`src/rtl/rv_ctrl_pkg.sv`:
```
// Shared encodings for the multicycle RV control unit: states, opcodes, ALU codes.
// Optional MC_CTRL_BRANCH_EXT_EN widens the set of legal branch funct3 values.
package rv_ctrl_pkg;

   typedef enum logic [3:0] {
      S_FETCH    = 4'd0,
      S_DECODE   = 4'd1,
      S_MEMADR   = 4'd2,
      S_MEMREAD  = 4'd3,
      S_MEMWB    = 4'd4,
      S_MEMWRITE = 4'd5,
      S_EXECR    = 4'd6,
      S_ALUWB    = 4'd7,
      S_EXECI    = 4'd8,
      S_JAL      = 4'd9,
      S_BRANCH   = 4'd10,
      S_TRAP     = 4'd11
   } state_t;

   localparam logic [6:0] OP_LW  = 7'b0000011;
   localparam logic [6:0] OP_SW  = 7'b0100011;
   localparam logic [6:0] OP_R   = 7'b0110011;
   localparam logic [6:0] OP_I   = 7'b0010011;
   localparam logic [6:0] OP_JAL = 7'b1101111;
   localparam logic [6:0] OP_BR  = 7'b1100011;

   localparam logic [2:0] ALU_ADD = 3'b000;
   localparam logic [2:0] ALU_SUB = 3'b001;
   localparam logic [2:0] ALU_AND = 3'b010;
   localparam logic [2:0] ALU_OR  = 3'b011;
   localparam logic [2:0] ALU_SLT = 3'b101;

   // Wide enough for MEM_LAT-1 with MEM_LAT up to 4
   localparam int unsigned CNT_W = 2;

   function automatic logic branch_legal(input logic [2:0] funct3);
`ifdef MC_CTRL_BRANCH_EXT_EN
      return (funct3 == 3'b000) || (funct3 == 3'b001) ||
             (funct3 == 3'b100) || (funct3 == 3'b101);
`else
      return (funct3 == 3'b000);
`endif
   endfunction

   // Illegal funct3 never reaches BRANCH, so one take rule serves both builds
   function automatic logic branch_take(input logic [2:0] funct3, input logic zero,
                                        input logic sign_flag);
      case (funct3)
         3'b000:  return zero;
         3'b001:  return !zero;
         3'b100:  return sign_flag;
         3'b101:  return !sign_flag;
         default: return 1'b0;
      endcase
   endfunction

endpackage

```
`src/rtl/alu_decoder.sv`:
```
// Maps funct3/funct7b5 to an alu_control code and flags funct3 values with no ALU op.
module alu_decoder
   import rv_ctrl_pkg::*;
(
   input  logic [2:0] funct3,
   input  logic       funct7b5,
   input  logic       is_rtype,
   output logic [2:0] alu_control_c,
   output logic       legal_c
);

   always_comb begin
      alu_control_c = ALU_ADD;
      legal_c       = 1'b1;
      case (funct3)
         3'b000:  alu_control_c = (is_rtype && funct7b5) ? ALU_SUB : ALU_ADD;
         3'b010:  alu_control_c = ALU_SLT;
         3'b110:  alu_control_c = ALU_OR;
         3'b111:  alu_control_c = ALU_AND;
         default: legal_c = 1'b0;
      endcase
   end

endmodule

```
`src/rtl/multicycle_ctrl.sv`:
```
// Multicycle RV32 subset control FSM with variable-latency loads and a sticky trap.
// Define MC_CTRL_BRANCH_EXT_EN to accept bne/blt/bge in addition to beq.
module multicycle_ctrl
   import rv_ctrl_pkg::*;
#(
   parameter int unsigned MEM_LAT = 1
) (
   input  logic       clk,
   input  logic       rst,
   input  logic [6:0] opcode,
   input  logic [2:0] funct3,
   input  logic       funct7b5,
   input  logic       zero,
   input  logic       sign_flag,
   output logic       pc_write,
   output logic       ir_write,
   output logic       mem_write,
   output logic       reg_write,
   output logic       adr_src,
   output logic [1:0] alu_src_a,
   output logic [1:0] alu_src_b,
   output logic [1:0] result_src,
   output logic [1:0] imm_src,
   output logic [2:0] alu_control,
   output logic [3:0] state_dbg,
   output logic       illegal
);

   state_t           state;
   state_t           decode_next;
   logic [CNT_W-1:0] cnt;
   logic [2:0]       dec_alu;
   logic             dec_legal;

   alu_decoder u_alu_decoder (
      .funct3        (funct3),
      .funct7b5      (funct7b5),
      .is_rtype      (opcode == OP_R),
      .alu_control_c (dec_alu),
      .legal_c       (dec_legal)
   );

   // DECODE dispatch, including legality of funct3 for R/I/branch
   always_comb begin
      decode_next = S_TRAP;
      case (opcode)
         OP_LW, OP_SW: decode_next = S_MEMADR;
         OP_R:         if (dec_legal) decode_next = S_EXECR;
         OP_I:         if (dec_legal) decode_next = S_EXECI;
         OP_JAL:       decode_next = S_JAL;
         OP_BR:        if (branch_legal(funct3)) decode_next = S_BRANCH;
         default:      decode_next = S_TRAP;
      endcase
   end

   always_ff @(posedge clk) begin
      if (!rst) begin
         state   <= S_FETCH;
         cnt     <= '0;
         illegal <= 1'b0;
      end else begin
         case (state)
            S_FETCH:  state <= S_DECODE;
            S_DECODE: begin
               state   <= decode_next;
               illegal <= (decode_next == S_TRAP);
            end
            S_MEMADR: begin
               state <= (opcode == OP_LW) ? S_MEMREAD : S_MEMWRITE;
               cnt   <= '0;
            end
            S_MEMREAD: begin
               if (cnt == CNT_W'(MEM_LAT - 1)) begin
                  state <= S_MEMWB;
                  cnt   <= '0;
               end else begin
                  cnt <= cnt + CNT_W'(1);
               end
            end
            S_EXECR, S_EXECI, S_JAL:                 state <= S_ALUWB;
            S_MEMWB, S_MEMWRITE, S_ALUWB, S_BRANCH:  state <= S_FETCH;
            default: begin
               state   <= S_TRAP;
               illegal <= 1'b1;
            end
         endcase
      end
   end

   assign state_dbg = 4'(state);

   always_comb begin
      case (opcode)
         OP_SW:   imm_src = 2'b01;
         OP_BR:   imm_src = 2'b10;
         OP_JAL:  imm_src = 2'b11;
         default: imm_src = 2'b00;
      endcase
   end

   // Moore decode of datapath controls; branch pc_write is the only Mealy term
   always_comb begin
      pc_write    = 1'b0;
      ir_write    = 1'b0;
      mem_write   = 1'b0;
      reg_write   = 1'b0;
      adr_src     = 1'b0;
      alu_src_a   = 2'b00;
      alu_src_b   = 2'b00;
      result_src  = 2'b00;
      alu_control = ALU_ADD;
      case (state)
         S_FETCH: begin
            ir_write   = 1'b1;
            pc_write   = 1'b1;
            alu_src_b  = 2'b10;
            result_src = 2'b10;
         end
         S_DECODE: begin
            alu_src_a = 2'b01;
            alu_src_b = 2'b01;
         end
         S_MEMADR: begin
            alu_src_a = 2'b10;
            alu_src_b = 2'b01;
         end
         S_MEMREAD: adr_src = 1'b1;
         S_MEMWB: begin
            result_src = 2'b01;
            reg_write  = 1'b1;
         end
         S_MEMWRITE: begin
            adr_src   = 1'b1;
            mem_write = 1'b1;
         end
         S_EXECR: begin
            alu_src_a   = 2'b10;
            alu_control = dec_alu;
         end
         S_EXECI: begin
            alu_src_a   = 2'b10;
            alu_src_b   = 2'b01;
            alu_control = dec_alu;
         end
         S_ALUWB: reg_write = 1'b1;
         S_JAL: begin
            alu_src_a = 2'b01;
            alu_src_b = 2'b10;
            pc_write  = 1'b1;
         end
         S_BRANCH: begin
            alu_src_a   = 2'b10;
            alu_control = ALU_SUB;
            pc_write    = branch_take(funct3, zero, sign_flag);
         end
         default: ;
      endcase
      if (!rst) begin
         pc_write  = 1'b0;
         ir_write  = 1'b0;
         reg_write = 1'b0;
         mem_write = 1'b0;
      end
   end

endmodule

```
`config.mk`:
```
export PLATFORM = sky130hd
export DESIGN_NAME = multicycle_ctrl
export DESIGN_NICKNAME = d
export VERILOG_FILES = /design/src/rtl/rv_ctrl_pkg.sv /design/src/rtl/alu_decoder.sv /design/src/rtl/multicycle_ctrl.sv
export SDC_FILE = /design/constraint.sdc
export NUM_CORES = 1
export LEC_CHECK = 0
export BUFFER_PORTS_ARGS = -buffer_cell sky130_fd_sc_hd__buf_4
export CAP_MARGIN = 20
export CELL_PAD_IN_SITES_DETAIL_PLACEMENT = 1
export CELL_PAD_IN_SITES_GLOBAL_PLACEMENT = 2
export CORE_ASPECT_RATIO = 2
export CORE_MARGIN = 5
export CORE_UTILIZATION = 26
export DETAILED_ROUTE_END_ITERATION = 10
export GPL_ROUTABILITY_DRIVEN = 0
export PLACE_DENSITY = 0.82
export SLEW_MARGIN = 20
export SYNTH_ARGS = -nofsm -noshare
export SYNTH_HDL_FRONTEND = slang
export SYNTH_SLANG_ARGS = --single-unit
export TNS_END_PERCENT = 20
```
`constraint.sdc`:
```
create_clock -name clk -period 3.2 [get_ports clk]
set_input_delay 0.48 -clock clk [delete_from_list [all_inputs] [get_ports clk]]
set_output_delay 0.48 -clock clk [all_outputs]
set_load 0.05 [all_outputs]
```
==> results.yml <==
status:
  outcome: "finished, final reports clean"
floorplan:
  chipWidth_um: 50.06
  ios: 36
  fp.dieH_um: 90.12
  num_rows: 29
  dieArea_sq_um: 4511
  core-area_sq_um: 3120
  initial_utilization: 0.2674
global_routing:
  grt_pass1_vias: 1012
  track_usage: 0.1210
  antenna_found_initial: 0
  grt_max_degree: 21
  grt-ovfl-total: 0
  grt_pass1_wl_um: 4567
route:
  drt-total-wl_um: 2701
  wire_per_inst_um: 15.26
  drt_pass1_iterations: 3
  vias_per_cell: 5.379
  initialDrtViolationCount: 14
  vias: 952
  drc: 0
  ant_nets: 0
clock_network:
  clk_path_buf_depth: 2
  cts_resized: 0
  hold_buffers: 0
  cts_tree: "yes"
  cts.clk_slew.worst_paths_ns: 0.04
  cts_setup_buffers: 0
  cts_root_buf: "clkbuf_8"
  clk_latency_ns: 0.22
  htreeDepth: 1
  cts_made_buffers: 3
  clock_sinks: 7
worst_setup_path:
  reg2reg_to: "illegal"
  crit_slowest_cell: "dfxtp_1"
  crit_chain: "nor2b_1, nand2_1, a211o_1, o22ai_1, buf_4"
  cp.arrival_ns: 1.93
  criticalPathCategory: "reg -> out"
  r2r_slack_ns: 1.47
  worstPathRequired_ns: 2.72
  rr_worst_depth: 4
  start_kind: "register"
  cp-end-kind: "primary output"
  slowest_delay_ns: 0.74
  r2r_start: "state_dbg[0]"
  cp_max_fo: 20
synth:
  netlist_top_cells_area: "dfxtp_1 (17%), nor2_1 (5.8%), a21oi_1 (4.8%), a21boi_0 (4.5%), nand2b_1 (3.7%)"
  synth_nets: 131
  syn_inst: 114
  yosysMostFrequentCell: "nor2_1"
  yosysWarningCount: 0
  syn_area_sq_um: 834.6
  synth_enable_flop_cells: 0
  yosysTopAreaCell: "dfxtp_1"
  ys_seq_elements: 7
  yosys-top-cells-count: "nor2_1 (13), a21oi_1 (8), nand2_1 (8), dfxtp_1 (7)"
  async_reset_ff_frac: 0
  syn_avg_cell_area_sq_um: 7.321
  ys.flop_type: "dfxtp_1"
  synth_top_cell_area_share: 0.1679
  synth_cell_types: 44
  synth-seq-area-share: 0.1679
timing:
  rsz0062_at_grt: "false"
  fmax_mhz: 414.1
  final-hold-violation-count: 0
  setup_tns_ns: 0
  slew_violations: 0
  setup_violations: 0
  clock_skew_ns: 0.0002946
  fin_crit_sh: 0.7546
  min_period_ns: 2.415
  slew_headroom: 0.5601
  tightest_slew_ns: 0.6590
power_and_ir_drop:
  swShare: 0.5964
  pwr-share-clk: 0.095
  p_switching_uw: 772.5
  combPwrFrac: 0.739
  peakVddDrop_mv: 0.3899
  p_seq_frac: 0.166
  p_leak_nw: 0.4881
  internal-power_uw: 522.7
  power_density_nw_per_um2: 1117
layout:
  fin_area_sq_um: 1160
  fillers: 399
  area_growth_pct: 38.98
  diodes: 0
  fin_nets: 164
  drive_gt1_frac: 0.3288
place:
  hpwl_um: 2234
  port_buffers: 35
  dpl-instance-area_sq_um: 1115
hold_path:
  hold_class: "reg -> reg"
  worstHoldPathCells: 2
  whs_endpoint: "cnt[0]"
  hold_start: "cnt[0]"
flow_run:
  maxCapViolCount: 0
-- power by group through the flow --
stage	combinational (mW)	sequential (mW)	clock (mW)
floorplan	0.664	0.247	0
global placement	0.955	0.216	0
detailed placement	0.965	0.217	0
CTS	0.971	0.216	0.126
global route	1.02	0.229	0.130
finish	0.958	0.215	0.123
-- logic make-up (layout without fill, tap and decap cells) --
logic type	after synthesis	count (layout)	share of synthesized area
and+or+nand+nor	52	52	0.3823
AOI/OAI and AO/OA	33	33	0.2774
buffers and inverters	13	45	0.06447
DFF	7	7	0.1679
xor gates and xnor gates	5	5	0.05248
adders and majority gates	3	3	0.04347
muxes	1	1	0.01199
-- layer usage --
metal	GRT usage	up-vias	wire, um
li1	-	476	-
met1	0.1221	451	962
met2	0.2332	21	1612
met3	0.01159	4	89
met4	0.05033	0	37
met5	0	-	0
-- worst max-delay path by stage --
stage	start	end	cells past startpoint
floorplan	state_dbg[0]	alu_src_a[0]	3
global placement	opcode[2]	alu_control[0]	6
detailed placement	opcode[2]	alu_control[0]	6
CTS	state_dbg[2]	alu_control[0]	5
global route	state_dbg[2]	alu_control[0]	5
finish	state_dbg[2]	alu_control[0]	5
-- metrics by stage --
step | setup slack [ns] | utilization | power [mW] | hold slack, ns | instances
finish | 0.7852 | 0.3717 | 1.295 | 0.4704 | 177
CTS | 0.7579 | 0.3717 | 1.313 | 0.4792 | 177
detailed placement | 0.9359 | 0.3573 | 1.181 | 0.4736 | 173
global route | 0.6426 | 0.3717 | 1.381 | 0.5119 | 177
global placement | 0.9502 | 0.3573 | 1.171 | 0.4533 | 173
floorplan | 0.3055 | - | 0.9112 | 0.4410 | 114
-- sequential cells by signal (all words and copies together) (netlist names) --
signal,flops
cnt,2
state_dbg,4
illegal,1
-- worst max-delay path: cells and delay by family (launching register included) --
family | cells | cell delay, ns
buffers and inverters | 1 | 0.23
AOI/OAI and AO/OA | 2 | 0.42
and+or+nand+nor | 2 | 0.32
DFF | 1 | 0.74
-- layout make-up --
| type | instances | area, sq um | share of cell area |
|---|---|---|---|
| tap | 31 | 38.79 | 0.03344 |
| timing repair buffer | 36 | 270.3 | 0.2330 |
| inverter | 5 | 18.77 | 0.01618 |
| sequential | 7 | 140.1 | 0.1208 |
| clock buffer | 4 | 45.04 | 0.03884 |
| multi-input combinational | 94 | 646.9 | 0.5577 |
-- layout by cell type, fill, tap and decap left out, types with 3 or more instances in the layout --
| cell type | count |
|---|---|
| a21boi_0 | 5 |
| a21oi_1 | 8 |
| buf_4 | 36 |
| clkbuf_8 | 3 |
| dfxtp_1 | 7 |
| inv_1 | 5 |
| nand2_1 | 8 |
| nand2b_1 | 5 |
| nand3_1 | 3 |
| nor2_1 | 13 |
| nor3b_1 | 3 |
| o21a_1 | 3 |
| o31ai_1 | 3 |
| xnor2_1 | 3 |
(Power assumes the default switching activity.)
